$ cat src/rtl/reg_dump_ctrl_pkg.sv
// Shared definitions for the register-file dump reader: FSM encoding and
// the layout of the tagged output word.
package reg_dump_ctrl_pkg;

    localparam int DUMP_N = 16;
    localparam int DUMP_M = 3;

    // Tagged word: {is_sum, index, value}
    localparam int WORD_W     = DUMP_N + DUMP_M + 1;
    localparam int IS_SUM_BIT = WORD_W - 1;
    localparam int IDX_MSB    = WORD_W - 2;
    localparam int IDX_LSB    = DUMP_N;
    localparam int VAL_MSB    = DUMP_N - 1;
    localparam int VAL_LSB    = 0;

    typedef enum logic [2:0] {
        ST_IDLE    = 3'd0,
        ST_SELECT  = 3'd1,
        ST_CAPTURE = 3'd2,
        ST_SEND    = 3'd3,
        ST_SUM     = 3'd4,
        ST_DONE    = 3'd5
    } state_t;

endpackage

$ cat src/rtl/reg_dump_ctrl_if.sv
// Valid/ready stream carrying tagged dump words to the debug consumer.
interface reg_dump_ctrl_if #(
    parameter int N = 16,
    parameter int M = 3
);
    logic [N+M:0] Word_out;
    logic         Word_valid;
    logic         Word_ready;

    modport master (output Word_out, output Word_valid, input Word_ready);
    modport slave  (input Word_out, input Word_valid, output Word_ready);
endinterface

$ cat src/rtl/reg_dump_ctrl_dump_word_reg.sv
// Output word register: captures a word on load and holds it, with valid
// asserted, for as long as the controller keeps the word pending.
module dump_word_reg #(
    parameter int W = 20
) (
    input  logic         Clock,
    input  logic         Reset,
    input  logic         load,
    input  logic         keep,
    input  logic [W-1:0] word_in,
    output logic [W-1:0] word_out,
    output logic         valid_out
);

    logic [W-1:0] word_q, word_d;
    logic         valid_q, valid_d;

    // Load replaces the word; otherwise hold it, dropping valid when released
    always_comb begin
        word_d  = word_q;
        valid_d = 1'b0;
        if (load) begin
            word_d  = word_in;
            valid_d = 1'b1;
        end else if (keep) begin
            valid_d = valid_q;
        end
    end

    // Word and valid registers
    always_ff @(posedge Clock or negedge Reset) begin
        if (!Reset) begin
            word_q  <= '0;
            valid_q <= 1'b0;
        end else begin
            word_q  <= word_d;
            valid_q <= valid_d;
        end
    end

    assign word_out  = word_q;
    assign valid_out = valid_q;

endmodule

$ cat src/rtl/reg_dump_ctrl.sv
// Debug reader for the register file inspection port. Walks one register or
// all of them, streams tagged words and ends a full dump with an XOR checksum.
//
// state   | meaning
// --------+-------------------------------------------------------------
// IDLE    | waiting for Start
// SELECT  | index presented to the register file, inr_check high
// CAPTURE | outvalue captured into the word register and the checksum
// SEND    | data word offered, held until accepted
// SUM     | checksum word offered (full dump only)
// DONE    | one-cycle completion pulse
module reg_dump_ctrl
    import reg_dump_ctrl_pkg::*;
#(
    parameter int N = DUMP_N,
    parameter int M = DUMP_M
) (
    input  logic          Clock,
    input  logic          Reset,
    input  logic          Start,
    input  logic          Mode,
    input  logic [M-1:0]  Sel_reg,
    input  logic          Abort,
    input  logic [N-1:0]  outvalue,
    output logic [M-1:0]  inr,
    output logic          inr_check,
    output logic          Busy,
    output logic          Done,
    reg_dump_ctrl_if.master word_if
);

    state_t         state_q, state_d;
    logic [M-1:0]   idx_q, idx_d;
    logic [N-1:0]   csum_q, csum_d;
    logic           mode_q, mode_d;
    logic           inr_check_q, inr_check_d;
    logic           busy_q, busy_d;
    logic           done_q, done_d;

    logic           handshake;
    logic           last_idx;
    logic           word_load;
    logic           word_keep;
    logic [N+M:0]   word_in;

    assign handshake = word_if.Word_valid & word_if.Word_ready;
    assign last_idx  = (idx_q == {M{1'b1}});

    // Next-state, index and checksum; Abort overrides everything outside IDLE
    always_comb begin
        state_d = state_q;
        idx_d   = idx_q;
        csum_d  = csum_q;
        mode_d  = mode_q;

        case (state_q)
            ST_IDLE: begin
                if (Start && !Abort) begin
                    mode_d  = Mode;
                    idx_d   = Mode ? '0 : Sel_reg;
                    csum_d  = '0;
                    state_d = ST_SELECT;
                end
            end
            ST_SELECT:  state_d = ST_CAPTURE;
            ST_CAPTURE: begin
                csum_d  = csum_q ^ outvalue;
                state_d = ST_SEND;
            end
            ST_SEND: begin
                if (handshake) begin
                    if (!mode_q) begin
                        state_d = ST_DONE;
                    end else if (last_idx) begin
                        state_d = ST_SUM;
                    end else begin
                        idx_d   = idx_q + {{(M-1){1'b0}}, 1'b1};
                        state_d = ST_SELECT;
                    end
                end
            end
            ST_SUM: begin
                if (handshake) state_d = ST_DONE;
            end
            ST_DONE:    state_d = ST_IDLE;
            default:    state_d = ST_IDLE;
        endcase

        if (Abort && state_q != ST_IDLE) begin
            state_d = ST_IDLE;
            idx_d   = idx_q;
            csum_d  = csum_q;
        end
    end

    // Registered outputs follow the state being entered, so they line up with it
    always_comb begin
        inr_check_d = (state_d == ST_SELECT) || (state_d == ST_CAPTURE) ||
                      (state_d == ST_SEND);
        busy_d      = (state_d != ST_IDLE);
        done_d      = (state_d == ST_DONE);
        word_keep   = (state_d == ST_SEND) || (state_d == ST_SUM);
        word_load   = word_keep && (state_d != state_q);
        // The data word is built from outvalue directly: it is the value being
        // captured on the same edge that enters SEND.
        word_in     = (state_d == ST_SUM) ? {1'b1, {M{1'b0}}, csum_q}
                                          : {1'b0, idx_q, outvalue};
    end

    // Control and datapath registers
    always_ff @(posedge Clock or negedge Reset) begin
        if (!Reset) begin
            state_q     <= ST_IDLE;
            idx_q       <= '0;
            csum_q      <= '0;
            mode_q      <= 1'b0;
            inr_check_q <= 1'b0;
            busy_q      <= 1'b0;
            done_q      <= 1'b0;
        end else begin
            state_q     <= state_d;
            idx_q       <= idx_d;
            csum_q      <= csum_d;
            mode_q      <= mode_d;
            inr_check_q <= inr_check_d;
            busy_q      <= busy_d;
            done_q      <= done_d;
        end
    end

    dump_word_reg #(.W(N + M + 1)) u_word_reg (
        .Clock     (Clock),
        .Reset     (Reset),
        .load      (word_load),
        .keep      (word_keep),
        .word_in   (word_in),
        .word_out  (word_if.Word_out),
        .valid_out (word_if.Word_valid)
    );

    assign inr       = idx_q;
    assign inr_check = inr_check_q;
    assign Busy      = busy_q;
    assign Done      = done_q;

endmodule

$ cat src/flat_wrapper.sv
// flat-port wrapper written by rule: the top's interface ports become plain ports
module reg_dump_ctrl_flat import reg_dump_ctrl_pkg::*;
#(
    parameter int N = DUMP_N,
    parameter int M = DUMP_M
)
  (Clock, Reset, Start, Mode, Sel_reg, Abort, outvalue, inr, inr_check, Busy, Done, word_if_Word_out, word_if_Word_valid, word_if_Word_ready);
  reg_dump_ctrl_if #(.N(N), .M(M)) word_if_i ();
  input  logic Clock;
  input  logic Reset;
  input  logic Start;
  input  logic Mode;
  input  logic [M-1:0] Sel_reg;
  input  logic Abort;
  input  logic [N-1:0] outvalue;
  output logic [M-1:0] inr;
  output logic inr_check;
  output logic Busy;
  output logic Done;
  output wire logic [$bits(word_if_i.Word_out)-1:0] word_if_Word_out;
  output wire logic [$bits(word_if_i.Word_valid)-1:0] word_if_Word_valid;
  input wire logic [$bits(word_if_i.Word_ready)-1:0] word_if_Word_ready;
  assign word_if_Word_out = word_if_i.Word_out;
  assign word_if_Word_valid = word_if_i.Word_valid;
  assign word_if_i.Word_ready = word_if_Word_ready;
  reg_dump_ctrl #(.N(N), .M(M)) u_core (.Clock(Clock), .Reset(Reset), .Start(Start), .Mode(Mode), .Sel_reg(Sel_reg), .Abort(Abort), .outvalue(outvalue), .inr(inr), .inr_check(inr_check), .Busy(Busy), .Done(Done), .word_if(word_if_i));
endmodule
$ cat config.mk
export PLATFORM = sky130hd
export DESIGN_NAME = reg_dump_ctrl_flat
export DESIGN_NICKNAME = d
export VERILOG_FILES = /design/src/rtl/reg_dump_ctrl_pkg.sv /design/src/rtl/reg_dump_ctrl_if.sv /design/src/rtl/reg_dump_ctrl_dump_word_reg.sv /design/src/rtl/reg_dump_ctrl.sv /design/src/flat_wrapper.sv
export SDC_FILE = /design/constraint.sdc
export NUM_CORES = 1
export LEC_CHECK = 0
export CORE_MARGIN = 10
export CORE_UTILIZATION = 51
export CTS_BUF_LIST = sky130_fd_sc_hd__clkbuf_4 sky130_fd_sc_hd__clkbuf_8 sky130_fd_sc_hd__clkbuf_16
export CTS_CLUSTER_DIAMETER = 120
export CTS_CLUSTER_SIZE = 20
export DETAILED_ROUTE_END_ITERATION = 10
export PLACE_DENSITY = 0.8
export RECOVER_POWER = 25
export SYNTH_ARGS = -nofsm -noshare
export SYNTH_HDL_FRONTEND = slang
export SYNTH_HIERARCHICAL = 1
export SYNTH_SLANG_ARGS = --single-unit
export TNS_END_PERCENT = 50
$ cat constraint.sdc
create_clock -name Clock -period 3.5 [get_ports Clock]
set_input_delay 0.35 -clock Clock [delete_from_list [all_inputs] [get_ports Clock]]
set_output_delay 0.35 -clock Clock [all_outputs]
set_load 0.1 [all_outputs]
After elaboration in Yosys (flattened, before gate mapping)
Cells that the tools add are included.
Storage, ports and cells
  word-level logic and storage cells: 62
  flip-flop bits (word level): 47
  output and inout bits: 27
  input bits: 25
Operators by class
  reduce and logical (&&, ||, !) cells: 15
  add/sub/neg operators: 1
  eq/ne operators: 16
  bitwise operators: 3
  muxes and demuxes: 18
Operators with widths (number)
  2-to-1 mux 3 bit: 11
  one-hot mux 16 bit (2 select lines): 1
  2-to-1 mux 20 bit: 1
  2-to-1 mux 16 bit: 1
  bitwise XOR 16 bit: 1
  one-hot mux 3 bit (5 select lines): 1
  equality test 3 x 2 -> 1 bit, second input constant: 4
  equality test 3 bit, second input constant: 4
  equality test 3 x 1 -> 1 bit, second input constant: 2
  != test 2 x 1 -> 1 bit, second input constant: 3
  one-hot mux 3 bit (2 select lines): 1
  AND reduction 6 bit: 1
  nonzero test 3 bit: 2
  != test 2 bit, second input constant: 2
  nonzero test 2 bit: 2
  adder 3 x 1 -> 3 bit, second input constant: 1
  logical AND 1 bit: 3
  logical NOT 3 bit: 1
  logical OR 1 bit: 3
  != test 3 bit: 1
  AND reduction 3 bit: 1
  2-to-1 mux 1 bit: 2
  AND reduction 2 bit: 1
  AND 1 bit: 1
  2 further kinds: 2

Depth between registers and ports, before layout
  depth after elaboration: 10
  mapped depth: 10
  mapped depth without buffers: 8

By module
Netlist, hierarchy kept.
Modules (own cells, without submodules)
  reg_dump_ctrl: times used 1, area an instance 1614.0 um2, seq. area each 650.6 um2, cells each 156
  dump_word_reg: times used 1, area an instance 852.1 um2, seq. area each 525.5 um2, cells each 44

Worst setup path before layout
OpenSTA, ideal clock, no wires.
  path type: register -> register
  start point: register u_core.idx_q[0] (netlist: u_core/inr[0])
  end point: register u_core.u_word_reg.word_q[0] (netlist: u_core/u_word_reg/word_out[0])
  required time: 3.374 ns
  data arrival time: 3.028 ns
  path slack: 0.345 ns
  cell stages (with the launch flop): 11
  clock period less this slack: 3.155 ns
  cells stage by stage: dfrtp_1 > ha_1 > ha_1 > nand2b_1 > or3b_4 > a21oi_4 > o21a_4 > buf_8 > o21a_1 > buf_6 > mux2_4
Between the ends
  longest elaborated chain between the ends: 9
RTL lines
  start: declaration: RTL line reg_dump_ctrl.sv:33  | logic [M-1:0] idx_q, idx_d;
  start signal: assignment: RTL line reg_dump_ctrl.sv:122  | idx_q <= idx_d;
  equality test 3 bit *: RTL line reg_dump_ctrl.sv:47  | assign last_idx = (idx_q == {M{1'b1}});
  2-to-1 mux 3 bit *: RTL line reg_dump_ctrl.sv:74  | end else if (last_idx) begin
  2-to-1 mux 3 bit *: RTL line reg_dump_ctrl.sv:72  | if (!mode_q) begin
  2-to-1 mux 3 bit *: RTL line reg_dump_ctrl.sv:71  | if (handshake) begin
  one-hot mux 3 bit (5 select lines) *: RTL line reg_dump_ctrl.sv:56  | case (state_q)
  2-to-1 mux 3 bit *: RTL line reg_dump_ctrl.sv:89  | if (Abort && state_q != ST_IDLE) begin
  named net u_core.state_d[2]: RTL line reg_dump_ctrl.sv:32  | state_t state_q, state_d;
  equality test 3 x 2 -> 1 bit or equality test 3 bit (tied branches): RTL line reg_dump_ctrl.sv:102  | word_keep = (state_d == ST_SEND) || (state_d == ST_SUM);
  logical OR 1 bit: RTL line reg_dump_ctrl.sv:102
  logical AND 1 bit *: RTL line reg_dump_ctrl.sv:103  | word_load = word_keep && (state_d != state_q);
  named net u_core.word_load: RTL line reg_dump_ctrl.sv:42  | logic word_load;
  end signal: assignment: RTL line reg_dump_ctrl_dump_word_reg.sv:36  | word_q <= word_d;
  end: declaration: RTL line reg_dump_ctrl_dump_word_reg.sv:15  | logic [W-1:0] word_q, word_d;
The timed path passes the listed nets; every way through them passes the cells marked *.
A chain may end at the register's enable or synchronous reset.

Final worst setup path
  start point: register u_core.idx_q[0] (netlist: u_core/inr[0])
  end point: register u_core.u_word_reg.word_q[1] (netlist: u_core/u_word_reg/word_out[1])
RTL lines
  equality test 3 bit: RTL line reg_dump_ctrl.sv:47
  2-to-1 mux 3 bit: RTL line reg_dump_ctrl.sv:74
  2-to-1 mux 3 bit: RTL line reg_dump_ctrl.sv:72
  2-to-1 mux 3 bit: RTL line reg_dump_ctrl.sv:71
  one-hot mux 3 bit (5 select lines): RTL line reg_dump_ctrl.sv:56
  2-to-1 mux 3 bit: RTL line reg_dump_ctrl.sv:89
  named net u_core.state_d[2]: RTL line reg_dump_ctrl.sv:32
  equality test 3 bit: RTL line reg_dump_ctrl.sv:106  | word_in = (state_d == ST_SUM) ? {1'b1, {M{1'b0}}, csum_q}
  2-to-1 mux 20 bit: RTL line reg_dump_ctrl.sv:106
  named net u_core.word_in[1]: RTL line reg_dump_ctrl.sv:44  | logic [N+M:0] word_in;
The timed path passes the listed nets, and every way through them passes these cells.

==> Implementation_results.wiki <==
{| class="wikitable"
! Metric !! Value
|-
| Outcome || finished with violations
|-
| Failing checks || max-capacitance violations, max-slew violations
|-
| Remaining Overflow, GRT || 0
|-
| Sequential share of the synthesized area || 0.477
|-
| CP most frequent cell || sky130_fd_sc_hd__ha_1
|-
| Finished layout cell area || 0.00308 mm²
|-
| Maximum fanout encountered on the critical timing path || 12
|-
| Cell area after synthesis || 0.00247 mm²
|-
| R2R cell count || 9
|-
| Clk slew on worst S/H paths || 80 ps
|-
| Unique masters post-synth || 37
|-
| Final number of hold-violating endpoints || 0
|-
| Ratio of cells with drive above 1 in the final layout || 0.225
|-
| Number of detailed-route iterations in the first pass || 4
|-
| Per-cell routed wire length || 16.0 µm
|-
| Req. time, crit path || 3690 ps
|-
| Number of maximum-capacitance constraint violations || 1
|-
| WP data arrival || 2930 ps
|-
| Dominant cell by count in the synthesized netlist || sky130_fd_sc_hd__dfrtp_1
|-
| Largest net degree at the start of global routing || 48
|-
| Worst-case clock skew || 6.95 ps
|-
| Measured slew at the worst slew-check pin || 2410 ps
|-
| Detailed-route via count || 1621
|-
| Warnings, synthesis || 6
|-
| Die width || 89.5 µm
|-
| Core region area || 0.00469 mm²
|-
| List of most frequent post-synthesis cells || sky130_fd_sc_hd__dfrtp_1, sky130_fd_sc_hd__mux2_4, sky130_fd_sc_hd__nand2_1, sky130_fd_sc_hd__nor2_1, sky130_fd_sc_hd__xor2_1
|-
| Max-slew headroom || -0.608
|-
| Antenna violations before repair || 0
|-
| Wire length on met1 || 2020 µm
|-
| Number of hold buffers added after CTS || 0
|-
| Min Tclk post-route || 2740 ps
|-
| Count of H-tree levels built during CTS || 2
|-
| Predominant post-synthesis flop cell || sky130_fd_sc_hd__dfrtp_1
|-
| Path category of the worst min-delay check || reg2reg
|-
| Vias in the first global route || 1718
|-
| CP Launch Type || register
|-
| Crit Path Category || reg2reg
|-
| Clock latency on the worst-skew pair || 300 ps
|-
| Stage delay of the slowest cell on the critical path || 420 ps
|-
| Die Footprint || 0.00802 mm²
|-
| Number of fill cells in the layout || 370
|-
| Fraction of registers with async set/reset || 1.00
|-
| Count of standard-cell rows || 25
|-
| RD Place Congestion || 0.826
|-
| Kind of end point of the critical path || register
|-
| Buffers added on ports || 51
|-
| Die height || 89.5 µm
|-
| Max Freq || 365 MHz
|-
| Setup TNS || 0 ps
|-
| Vias per std cell || 5.28
|-
| DP Worst Slack || 622 ps
|-
| Number of clock sinks || 47
|-
| All-layer global routing usage || 0.132
|-
| TritonCTS Buffers || 5
|-
| Detailed-routed wire length on met2 || 2430 µm
|-
| Post-route DRC violation count || 0
|-
| Total half-perimeter wirelength after legalization and detailed placement || 3550 µm
|-
| Synthesis-to-layout area growth || 25.1%
|-
| Post CTS Setup Buffer Count || 0
|-
| Number of enable-type register cells in the synthesized netlist || 0
|-
| Setup repair after global routing missed its margin || no
|-
| Highest Signal Layer || met4
|-
| Cell taking the most area after synthesis || sky130_fd_sc_hd__dfrtp_1
|-
| Slack of the critical path || 758 ps
|-
| CTS root buf || sky130_fd_sc_hd__clkbuf_8
|-
| Synthesized instance count || 200
|-
| Met3 wirelength from detailed routing || 369 µm
|-
| Final number of max-transition violations || 48
|-
| Period Utilization, post-route || 0.783
|-
| Fraction of synthesized cell area taken by the top area cell type || 0.477
|-
| Syn Nets || 227
|-
| Clock tree from TritonCTS || done
|-
| Hold Path Cell Cnt || 1
|-
| Cell Chain, Critical Path || ha_1 -> ha_1 -> nand2b_1 -> or3b_4 -> a21oi_4 -> o21a_4 -> buf_4 -> mux2_2 -> mux2_4
|-
| Leading post-synthesis cells by cell area || sky130_fd_sc_hd__dfrtp_1, sky130_fd_sc_hd__mux2_4, sky130_fd_sc_hd__xor2_1
|-
| I/O pin count || 52
|-
| Post-synthesis sequential element count || 47
|-
| Area after DPL || 0.00298 mm²
|-
| Crit Reg-Reg Startpoint || u_core/inr[0]
|-
| Antenna diodes || 0
|-
| Post-route core utilization || 0.657
|-
| Number of instances resized during post-cts repair || 0
|-
| Critical path origin || u_core/inr[0]
|-
| Initial core utilization || 0.526
|-
| Hold Startpoint || u_core/u_word_reg/word_out[11]
|-
| First-pass GRT wire length || 8270 µm
|-
| Post-detailed-route count of antenna-violating nets || 0
|-
| Syn Area/Cell || 12.3 µm²
|-
| Total Wirelength || 4910 µm
|-
| Cell with the biggest individual delay on the critical path || sky130_fd_sc_hd__dfrtp_1
|-
| Drt first-iter violations || 39
|-
| Deepest clock path buffer count || 2
|-
| Net count, final || 279
|-
| Final setup violating endpoints || 0
|}
layout by cell type (no fill, tap or decap), types with 4 or more instances in the layout:
master / netlist / final
sky130_fd_sc_hd__mux2_2: 4 / 4
sky130_fd_sc_hd__buf_4: 1 / 5
sky130_fd_sc_hd__nand2_1: 25 / 25
sky130_fd_sc_hd__nor2b_1: 5 / 5
sky130_fd_sc_hd__clkdlybuf4s50_1: 0 / 50
sky130_fd_sc_hd__nor2_1: 23 / 23
sky130_fd_sc_hd__xor2_1: 16 / 16
sky130_fd_sc_hd__a21oi_1: 4 / 4
sky130_fd_sc_hd__o21ai_0: 5 / 5
sky130_fd_sc_hd__clkbuf_8: 0 / 7
sky130_fd_sc_hd__dfrtp_1: 47 / 47
sky130_fd_sc_hd__mux2_4: 33 / 33
worst paths after layout:
kind	end	slack [ps]
min in group asynchronous	u_core/Busy	770
max in group asynchronous	u_core/mode_q	1350
worst max-delay path	u_core/u_word_reg/word_out[1]	760
worst max register to register	u_core/u_word_reg/word_out[1]	760
worst min register to register	u_core/u_word_reg/word_out[11]	510
worst min-delay path	u_core/u_word_reg/word_out[11]	510
area by class of cell:
type	instances	area, µm²	area share
clock inverter	1	7.51	0.00243
clock buffer	7	96.3	0.0312
timing repair buffer	56	542	0.176
multi-input combinational	139	1180	0.384
tap	54	67.6	0.0219
inverter	3	11.3	0.00365
sequential	47	1180	0.381
cell families after synthesis:
kind of cell / synth area share
AOI/OAI and AO/OA: 0.0655
and+or+nand+nor: 0.125
adders and majority gates: 0.0101
DFF: 0.477
buffers and inverters: 0.0467
xor gates and xnor gates: 0.0568
muxes: 0.219
registers in the layout (all words and copies together), names as in the netlist:
| name | count |
|---|---|
| u_core/inr_check | 1 |
| u_core/Done | 1 |
| u_core/Busy | 1 |
| u_core/u_word_reg/valid_out | 1 |
| u_core/csum_q | 16 |
| u_core/state_q | 3 |
| u_core/mode_q | 1 |
| u_core/inr | 3 |
| u_core/u_word_reg/word_out | 20 |
critical path: cells and delay by family (launching register included):
| kind | cells | cell delay, ps |
|---|---|---|
| multiplexers | 2 | 610 |
| AND/OR/NAND/NOR | 2 | 550 |
| AO/OA/AOI/OAI | 2 | 470 |
| buffers and inverters | 1 | 250 |
| adder cells (fa/ha/maj) | 2 | 330 |
| flip-flops | 1 | 420 |
metrics by stage:
| stage | cells | hold slack, ps |
|---|---|---|
| 6_report | 307 | 513 |
| 5_1_grt | 307 | 536 |
| 4_1_cts | 307 | 241 |
| 3_5_place_dp | 299 | 497 |
| 3_3_place_gp | 299 | 498 |
| 2_1_floorplan | 200 | 54.4 |
routing by layer:
metal  up-vias  GRT usage
met1       786      0.154
met2        49      0.215
li1        779          -
met5         -          0
met4         0     0.0520
met3         7     0.0510
Power is not shown: default switching activity piles up to over one toggle a cycle in this logic, so the estimate is an artifact.
